===== config.mk =====
export PLATFORM = sky130hd
export DESIGN_NAME = lc3_control
export DESIGN_NICKNAME = d
export VERILOG_FILES = /design/src/rtl/lc3_control.sv
export SDC_FILE = /design/constraint.sdc
export NUM_CORES = 1
export LEC_CHECK = 0
export CORE_MARGIN = 1
export CORE_UTILIZATION = 40
export DETAILED_ROUTE_END_ITERATION = 7
export HOLD_SLACK_MARGIN = 0.08
export PLACE_DENSITY = 0.86
export SYNTH_ARGS = -nofsm -noshare
export SYNTH_HDL_FRONTEND = slang
export SYNTH_SLANG_ARGS = --single-unit

===== constraint.sdc =====
create_clock -name clk -period 4.6 [get_ports clk]
set_input_delay 1.15 -clock clk [delete_from_list [all_inputs] [get_ports clk]]
set_output_delay 1.15 -clock clk [all_outputs]
set_load 0.02 [all_outputs]

===== src/rtl/lc3_control.sv =====
// Multicycle LC-3 control FSM: sequences fetch/decode/execute, drives the datapath
// control inputs combinationally from the current state and IR, and keeps the NZP
// condition codes sampled from the bus.
module lc3_control #(
  parameter int unsigned MEM_WAIT = 1
) (
  input  logic        clk,
  input  logic        rst,
  input  logic [15:0] ir,
  input  logic [15:0] bus,
  output logic        ld_ir,
  output logic        ld_reg,
  output logic        ld_pc,
  output logic        ld_mar,
  output logic        ld_mdr,
  output logic [2:0]  dr,
  output logic [2:0]  sr1,
  output logic [2:0]  sr2,
  output logic [1:0]  aluk,
  output logic        a1m_sel,
  output logic [1:0]  a2m_sel,
  output logic [1:0]  pcmux_sel,
  output logic        marmux_sel,
  output logic        mem_en,
  output logic        mem_rw,
  output logic        gate_alu,
  output logic        gate_pc,
  output logic        gate_marmux,
  output logic        gate_mdr,
  output logic [2:0]  nzp,
  output logic        instr_done,
  output logic        halted
);

  typedef enum logic [3:0] {
    OP_BR, OP_ADD, OP_LD, OP_ST, OP_JSR, OP_AND, OP_LDR, OP_STR,
    OP_RTI, OP_NOT, OP_LDI, OP_STI, OP_JMP, OP_RES, OP_LEA, OP_TRAP
  } opcode_e;

  typedef enum logic [4:0] {
    S_FETCH1, S_FETCH2, S_FETCH3, S_DECODE, S_EXEC,
    S_ADDR, S_RD1, S_IND, S_RD2, S_WB, S_SMDR, S_WR,
    S_TRAP1, S_TRAP2, S_TRAP_RD, S_TRAP3, S_HALT
  } state_e;

  // Fetch reads hold MEM_WAIT cycles; data reads get one extra leading cycle so the
  // freshly loaded MAR settles before memory is sampled.
  localparam logic [4:0] FETCH_LAST = 5'(MEM_WAIT - 1);
  localparam logic [4:0] DATA_LAST  = 5'(MEM_WAIT);

  state_e     state;
  logic [4:0] wcnt;
  opcode_e    op;
  logic       cc_load;
  logic       unused_ir;

  assign op        = opcode_e'(ir[15:12]);
  assign unused_ir = ^ir[5:3];

  // State sequencing, memory wait counting and condition-code capture.
  always_ff @(posedge clk) begin
    if (rst) begin
      state <= S_FETCH1;
      wcnt  <= '0;
      nzp   <= 3'b010;
    end else begin
      if (cc_load) begin
        if (bus[15])         nzp <= 3'b100;
        else if (bus == '0)  nzp <= 3'b010;
        else                 nzp <= 3'b001;
      end
      case (state)
        S_FETCH1: state <= S_FETCH2;
        S_FETCH2: begin
          if (wcnt == FETCH_LAST) begin
            wcnt  <= '0;
            state <= S_FETCH3;
          end else begin
            wcnt <= wcnt + 5'd1;
          end
        end
        S_FETCH3: state <= S_DECODE;
        S_DECODE: begin
          case (op)
            OP_ADD, OP_AND, OP_NOT, OP_BR, OP_JMP, OP_JSR, OP_LEA: state <= S_EXEC;
            OP_LD, OP_LDR, OP_LDI, OP_ST, OP_STR, OP_STI:           state <= S_ADDR;
            OP_TRAP:                                                state <= S_TRAP1;
            default:                                                state <= S_HALT;
          endcase
        end
        S_EXEC: state <= S_FETCH1;
        S_ADDR: state <= (op == OP_ST || op == OP_STR) ? S_SMDR : S_RD1;
        S_RD1: begin
          if (wcnt == DATA_LAST) begin
            wcnt  <= '0;
            state <= (op == OP_LDI || op == OP_STI) ? S_IND : S_WB;
          end else begin
            wcnt <= wcnt + 5'd1;
          end
        end
        S_IND: state <= (op == OP_LDI) ? S_RD2 : S_SMDR;
        S_RD2: begin
          if (wcnt == DATA_LAST) begin
            wcnt  <= '0;
            state <= S_WB;
          end else begin
            wcnt <= wcnt + 5'd1;
          end
        end
        S_WB:    state <= S_FETCH1;
        S_SMDR:  state <= S_WR;
        S_WR:    state <= S_FETCH1;
        S_TRAP1: state <= S_TRAP2;
        S_TRAP2: state <= S_TRAP_RD;
        S_TRAP_RD: begin
          if (wcnt == DATA_LAST) begin
            wcnt  <= '0;
            state <= S_TRAP3;
          end else begin
            wcnt <= wcnt + 5'd1;
          end
        end
        S_TRAP3: state <= S_FETCH1;
        S_HALT:  state <= S_HALT;
        default: state <= S_FETCH1;
      endcase
    end
  end

  // Control outputs decoded from the current state and the instruction register.
  always_comb begin
    ld_ir = 1'b0; ld_reg = 1'b0; ld_pc = 1'b0; ld_mar = 1'b0; ld_mdr = 1'b0;
    dr = '0; sr1 = '0; sr2 = '0; aluk = '0;
    a1m_sel = 1'b0; a2m_sel = '0; pcmux_sel = '0; marmux_sel = 1'b0;
    mem_en = 1'b0; mem_rw = 1'b0;
    gate_alu = 1'b0; gate_pc = 1'b0; gate_marmux = 1'b0; gate_mdr = 1'b0;
    instr_done = 1'b0; halted = 1'b0;

    if (state != S_FETCH1 && state != S_FETCH2 && state != S_FETCH3 && state != S_HALT) begin
      dr  = (op == OP_JSR || op == OP_TRAP) ? 3'd7 : ir[11:9];
      sr1 = ir[8:6];
      sr2 = ir[2:0];
    end

    case (state)
      S_FETCH1: begin
        gate_pc = 1'b1; ld_mar = 1'b1; pcmux_sel = 2'd2; ld_pc = 1'b1;
      end
      S_FETCH2: begin
        mem_en = 1'b1;
        ld_mdr = (wcnt == FETCH_LAST);
      end
      S_FETCH3: begin
        gate_mdr = 1'b1; ld_ir = 1'b1;
      end
      S_EXEC: begin
        instr_done = 1'b1;
        case (op)
          OP_ADD: begin aluk = 2'b10; gate_alu = 1'b1; ld_reg = 1'b1; end
          OP_AND: begin aluk = 2'b01; gate_alu = 1'b1; ld_reg = 1'b1; end
          OP_NOT: begin aluk = 2'b11; gate_alu = 1'b1; ld_reg = 1'b1; end
          OP_BR: begin
            pcmux_sel = 2'd1; a1m_sel = 1'b1; a2m_sel = 2'd1;
            ld_pc = |(ir[11:9] & nzp);
          end
          OP_JMP: begin
            pcmux_sel = 2'd1; a1m_sel = 1'b0; a2m_sel = 2'd3; ld_pc = 1'b1;
          end
          // R7 is written with PC at the same edge the PC takes the target, so JSRR
          // still reads the old R7 as its base.
          OP_JSR: begin
            gate_pc = 1'b1; ld_reg = 1'b1; ld_pc = 1'b1; pcmux_sel = 2'd1;
            a1m_sel = ~ir[11];
            a2m_sel = ir[11] ? 2'd0 : 2'd3;
            a1m_sel = ir[11];
          end
          OP_LEA: begin
            gate_marmux = 1'b1; marmux_sel = 1'b1; ld_reg = 1'b1;
            a1m_sel = 1'b1; a2m_sel = 2'd1;
          end
          default: ;
        endcase
      end
      S_ADDR: begin
        gate_marmux = 1'b1; marmux_sel = 1'b1; ld_mar = 1'b1;
        if (op == OP_LDR || op == OP_STR) begin
          a1m_sel = 1'b0; a2m_sel = 2'd2;
        end else begin
          a1m_sel = 1'b1; a2m_sel = 2'd1;
        end
      end
      S_RD1, S_RD2, S_TRAP_RD: begin
        mem_en = 1'b1;
        ld_mdr = (wcnt == DATA_LAST);
      end
      S_IND: begin
        gate_mdr = 1'b1; ld_mar = 1'b1;
      end
      S_WB: begin
        gate_mdr = 1'b1; ld_reg = 1'b1; instr_done = 1'b1;
      end
      S_SMDR: begin
        sr1 = ir[11:9]; aluk = 2'b00; gate_alu = 1'b1; mem_en = 1'b0; ld_mdr = 1'b1;
      end
      S_WR: begin
        mem_rw = 1'b1; instr_done = 1'b1;
      end
      S_TRAP1: begin
        gate_pc = 1'b1; ld_reg = 1'b1;
      end
      S_TRAP2: begin
        gate_marmux = 1'b1; marmux_sel = 1'b0; ld_mar = 1'b1;
      end
      S_TRAP3: begin
        gate_mdr = 1'b1; pcmux_sel = 2'd0; ld_pc = 1'b1; instr_done = 1'b1;
      end
      S_HALT: halted = 1'b1;
      default: ;
    endcase
  end

  assign cc_load = ld_reg && (op == OP_ADD || op == OP_AND || op == OP_NOT ||
                              op == OP_LD  || op == OP_LDR || op == OP_LDI);

endmodule


==> results of run 1 <==
cell families (layout without fill, tap and decap cells):
logic type,after synthesis,in the layout
simple gates,112,112
mux,5,5
compound gates,62,62
buf+inv,26,83
xor+xnor,7,7
flops,13,13
fa+ha+maj,3,3
critical path, cell delays in order:
cell             delay [ps]
clkdlybuf4s50_1         730
nand2_1                 220
inv_1                   130
nand2_1                  70
nor2_1                   90
o211a_1                 150
clkdlybuf4s50_1         590
cell type report:
type                       count  share of cell area
clock buffer                   4              0.0199
multi-input combinational    189               0.521
tap                           48              0.0266
timing repair buffer          70               0.302
sequential                    13               0.115
inverter                       9              0.0150
through the flow:
stage	hold WS (ps)	total power, W	area [sq um]	worst slack, ps
after floorplan	471	0.000513	1550	1190
after global placement	482	0.000691	2210	324
after detailed placement	493	0.000700	2210	302
after CTS	510	0.000804	2260	294
after global routing	546	0.000861	2260	136
final	507	0.000803	2260	294
how the worst max path moves through the flow:
stage / start / end / slack, ps / cells after the start
after floorplan: ir[12] / dr[0] / 1190 / 5
after global placement: ir[14] / gate_marmux / 320 / 7
after detailed placement: ir[14] / gate_marmux / 300 / 7
after CTS: ir[14] / gate_marmux / 290 / 7
after global routing: ir[14] / gate_marmux / 140 / 7
final: ir[14] / gate_marmux / 290 / 7
registers in the layout, summed over array words and instances (netlist names):
signal  count
nzp         3
wcnt        5
state       5
routing by layer:
metal  track usage  wire [um]  vias up
met5             0          0        -
met4        0.0722         81        0
met3        0.0250        245        9
met2         0.338       2070       70
met1         0.316       2030      856
li1              -          -      939
Yosys cell counts, drive strengths merged (4+ instances only):
library cell  instances  area, sq um
mux2i                 4         40.0
nand2                19         71.3
buf                  11         58.8
nor3                  9         45.0
nor2b                 8         50.1
a21oi                16         83.8
nand3                 5         25.0
inv                   9         33.8
nor4                  6         37.5
or3                   7         48.8
nand4                 4         25.0
nor2                 29          109
xor2                  5         43.8
clkbuf                6         22.5
nand2b               11         68.8
o21ai                18         93.8
dfxtp                13          260
where the power goes:
| group | switching, W | internal, W | total (W) |
|---|---|---|---|
| sequential | 0.0000501 | 0.000128 | 0.000179 |
| clock | 0.0000416 | 0.0000613 | 0.000103 |
| combinational | 0.000271 | 0.000250 | 0.000521 |
| total | 0.000363 | 0.000440 | 0.000803 |
==> impl_metrics.ini, run 1 <==
[floorplan]
initial_core_util = 0.421
die_h_um = 64.3
dieArea_sq_um = 4140
ios = 67
core_sq_um = 3690
rows = 22
fp.dieW_um = 64.3

[synth]
synth_fa_ha_area_frac = 0.0242
synth_top_family_by_area = simple AND/OR/NAND/NOR gates
ys_seq_area_frac = 0.168
synth_compound_area_frac = 0.288
syn-num-nets = 265
ys_warn_count = 0
synth_area_sq_um = 1550
yosys-mux-area-fraction = 0.0330
syn_inst = 228
synth_ff_type = dfxtp_1
synthSimpleGateAreaFrac = 0.373
synth_xor_xnor_area_share = 0.0395
synth_area_per_cell_sq_um = 6.81
ys_async_sr_fraction = 0
synth_edf_count = 0
ys_types = 53
ys_ff_latch = 13

[flow_run]
maxCapViolCount = 0

[critical_path]
worstPathArrival_ps = 3160
end_kind = output port
worstSetupStartpointType = primary input
path_max_fanout = 14
crit_required_ps = 3450
r2r_start = state[3]
rrSetupSlack_ps = 2490
r2r-end = state[0]
path_class = in2out
reg2reg_depth = 5

[clock_network]
cts_sinks = 13
cts_buffers = 3
htree_levels = 1
cts_tree = done
hold_buffers = 0
clk_latency_ps = 240
clockRootBuffer = clkbuf_8
clk_pin_slew_ps = 50
cts_resized = 0
postCtsSetupBuffers = 0
clk_path_buf_depth = 2

[routing]
drtAntennaViolNets = 0
drc_errors = 0
drt_wl_total_mm = 4.42
dr.pass1.iters = 4
first_iter_violations = 211
post_drt_wl_per_cell_um = 13.3
via_count = 1874
viasPerCell = 5.63

[sta]
rsz0062_at_grt = no
final_hold_viol_count = 0
min_period_over_period = 0.936
slew_violations = 0
setup_violations = 0
finalClockSkew_ps = 1.54
worstMarginPinSlew_ps = 790
setup_tns_ps = 0
timing.slew.headroom = 0.472
fmax_mhz = 232
min_period_ps = 4310

[worst_hold_path]
hold_path.startpoint = nzp[2]
hold_depth = 2
hold_end = nzp[2]
hold_class = reg2reg

[placement]
dpl.hpwl_mm = 3.34
place_inst = 329
numPortBuffers = 63
place.gp.congestion = 0.890

[global_routing]
antenna_found_initial = 0
grtUsageTotal = 0.220
grt_pass1_wl_mm = 7.33
grt_max_degree = 26
grt_pass1_vias = 1568
grt-ovfl-total = 0

[pwr]
peakVddDrop_mv = 0.199
cellPowerDensity_nw_per_um2 = 355
p_leak_nw = 0.832

[outcome]
outcome = finished clean

[final_layout]
fin_nets = 323
fillCellCount = 339
syn_to_final_growth_pct = 45.5
drive_above_1_share = 0.0667
final_common_cell = clkdlybuf4s50_1
most-common-layout-cells = clkdlybuf4s50_1, nor2_1, nand2_1
n_antenna_cell = 0
multi_input_area_sq_um = 1180
final_util = 0.613
fin_cells = 333
seq_area_sq_um = 260
Note: power is estimated with default switching activity, not from simulation.
==> run 2, diff against run 1 <==
--- a/config.mk
+++ b/config.mk
@@ -5,11 +5,12 @@
 export SDC_FILE = /design/constraint.sdc
 export NUM_CORES = 1
 export LEC_CHECK = 0
+export ABC_AREA = 1
 export CORE_MARGIN = 1
 export CORE_UTILIZATION = 40
 export DETAILED_ROUTE_END_ITERATION = 7
 export HOLD_SLACK_MARGIN = 0.08
-export PLACE_DENSITY = 0.86
+export PLACE_DENSITY = 0.89
 export SYNTH_ARGS = -nofsm -noshare
 export SYNTH_HDL_FRONTEND = slang
 export SYNTH_SLANG_ARGS = --single-unit
==> constraint.sdc (replaced) <==
create_clock -name clk -period 5.5 [get_ports clk]
set_input_delay 1.375 -clock clk [delete_from_list [all_inputs] [get_ports clk]]
set_output_delay 1.375 -clock clk [all_outputs]
set_load 0.02 [all_outputs]
==> run 2 against run 1 <==
Against the previous run: combinational power rose by 8.4%; die area down 10%; first-iteration DRC count shrank 46%; via count fell by 2.2%; sequential share of layout area is 0.97 points higher; critical path type unchanged.
==> impl_metrics.ini, run 2 <==
[routing]
drc_errors = 0
via_count = 1832
dr.pass1.iters = 5
drt_wl_total_mm = 4.17
first_iter_violations = 114
drtAntennaViolNets = 0
viasPerCell = 4.92
post_drt_wl_per_cell_um = 11.2

[clock_network]
cts_resized = 0
clk_pin_slew_ps = 70
hold_buffers = 0
clk_path_buf_depth = 2
cts_sinks = 13
clk_latency_ps = 270
clockRootBuffer = clkbuf_4
postCtsSetupBuffers = 0
htree_levels = 1
cts_buffers = 3
cts_tree = done

[critical_path]
critPathLaunch = ir[12]
rrSetupSlack_ps = 3830
reg2reg_depth = 11
r2r-end = nzp[0]
crit_required_ps = 4120
end_kind = output port
worstPathArrival_ps = 3400
worstSetupStartpointType = primary input
path_max_fanout = 7
r2r_start = state[4]
path_class = in2out

[sta]
fmax_mhz = 209
worstMarginPinSlew_ps = 489
setup_tns_ps = 0
setup_violations = 0
rsz0062_at_grt = no
min_period_over_period = 0.868
timing.slew.headroom = 0.673
finalClockSkew_ps = 5.43
slew_violations = 0
min_period_ps = 4780
final_hold_viol_count = 0
whs_ps = 490

[pwr]
combPwrFrac = 0.752
peakVddDrop_mv = 0.216
power_frac_clock = 0.075
p_leak_nw = 0.973
p_sw_frac = 0.504
internal_power_w = 0.000373
finalPower_w = 0.000752
cellPowerDensity_nw_per_um2 = 361
p_sw_w = 0.000379
power_frac_seq = 0.173

[global_routing]
grt_pass1_vias = 1640
antenna_found_initial = 0
grt_pass1_wl_mm = 6.88
grt_max_degree = 13
grt-ovfl-total = 0
grtUsageTotal = 0.246

[synth]
synthTopCellsByArea = dfxtp_1, nand2_1, nor2_1, inv_1, nand3_1
ys_ff_latch = 13
synth_ff_type = dfxtp_1
synth_common_cells = nand2_1, nor2_1, inv_1
synth_top_cell_area_share = 0.188
ys_types = 27
yosys.area.top_type = dfxtp_1
ys_async_sr_fraction = 0
synth_area_per_cell_sq_um = 5.30
syn-num-nets = 299
ys_warn_count = 0
synth_area_sq_um = 1390
synth_edf_count = 0
ys_seq_area_frac = 0.188
syn_inst = 262

[floorplan]
rows = 21
ios = 67
die_h_um = 60.9
fp.dieW_um = 60.9
core_sq_um = 3340
dieArea_sq_um = 3710
initial_core_util = 0.416

[worst_hold_path]
hold_end = wcnt[4]
hold_path.startpoint = wcnt[4]
hold_depth = 2
hold_class = reg2reg

[flow_run]
maxCapViolCount = 0

[final_layout]
fin_nets = 364
final_util = 0.625
syn_to_final_growth_pct = 50.2
n_antenna_cell = 0
most-common-layout-cells = clkdlybuf4s50_1, nand2_1, nor2_1
final_common_cell = clkdlybuf4s50_1
fin_cells = 372
drive_above_1_share = 0.0491
fillCellCount = 322
largest_registers = state (5), wcnt (5), nzp (3)

[outcome]
outcome = finished clean

[placement]
numPortBuffers = 63
place.gp.congestion = 0.924
dpl.hpwl_mm = 3.48
place_inst = 368
[run 2: power groups by stage]
stage                     clock (W)  combinational, W  sequential [W]
after floorplan                   0          0.000337        0.000128
after global placement            0          0.000559        0.000131
after detailed placement          0          0.000564        0.000131
after CTS                 0.0000586          0.000566        0.000130
after global routing      0.0000630          0.000619        0.000133
final                     0.0000566          0.000565        0.000130
[run 2: worst max-delay path, cell delays in order]
cell             delay [ps]
clkdlybuf4s50_1         520
nor2_1                  380
nand2_1                 150
a21oi_1                 180
nand2_1                  90
o21ai_0                  90
clkdlybuf4s50_1         630
[run 2: stage by stage]
step / instance area, sq um / setup slack [ps]
after floorplan: 1390 / 1710
after global placement: 2060 / 766
after detailed placement: 2060 / 719
after CTS: 2080 / 718
after global routing: 2080 / 514
final: 2080 / 723
[run 2: cell type report]
type,instances,area (sq um),area share
Multi-Input combinational cell,209,971,0.466
Inverter,37,139,0.0666
Tap cell,46,57.6,0.0276
Sequential cell,13,260,0.125
Clock buffer,4,26.3,0.0126
Timing Repair Buffer,63,631,0.303
[run 2: routing by layer]
metal / vias to the layer above / share of wire / track usage
met5: - / 0 / 0
met4: 0 / 0.0086 / 0.0617
met3: 6 / 0.052 / 0.0256
met2: 54 / 0.48 / 0.444
met1: 810 / 0.46 / 0.311
li1: 962 / - / -
[run 2: worst max-delay path by stage]
stage / cells after the start / endpoint / slack (ps)
2_1_floorplan: 5 / a1m_sel / 1710
3_3_place_gp: 7 / a1m_sel / 770
3_5_place_dp: 7 / a1m_sel / 720
4_1_cts: 7 / a1m_sel / 720
5_1_grt: 7 / a2m_sel[1] / 510
6_report: 7 / a2m_sel[1] / 720
[run 2: cells by family after synthesis]
family          Yosys count  synth area share
compound gates           32             0.124
buf+inv                  40             0.113
simple gates            172             0.537
fa+ha+maj                 3            0.0271
flops                    13             0.188
xor+xnor                  2            0.0126
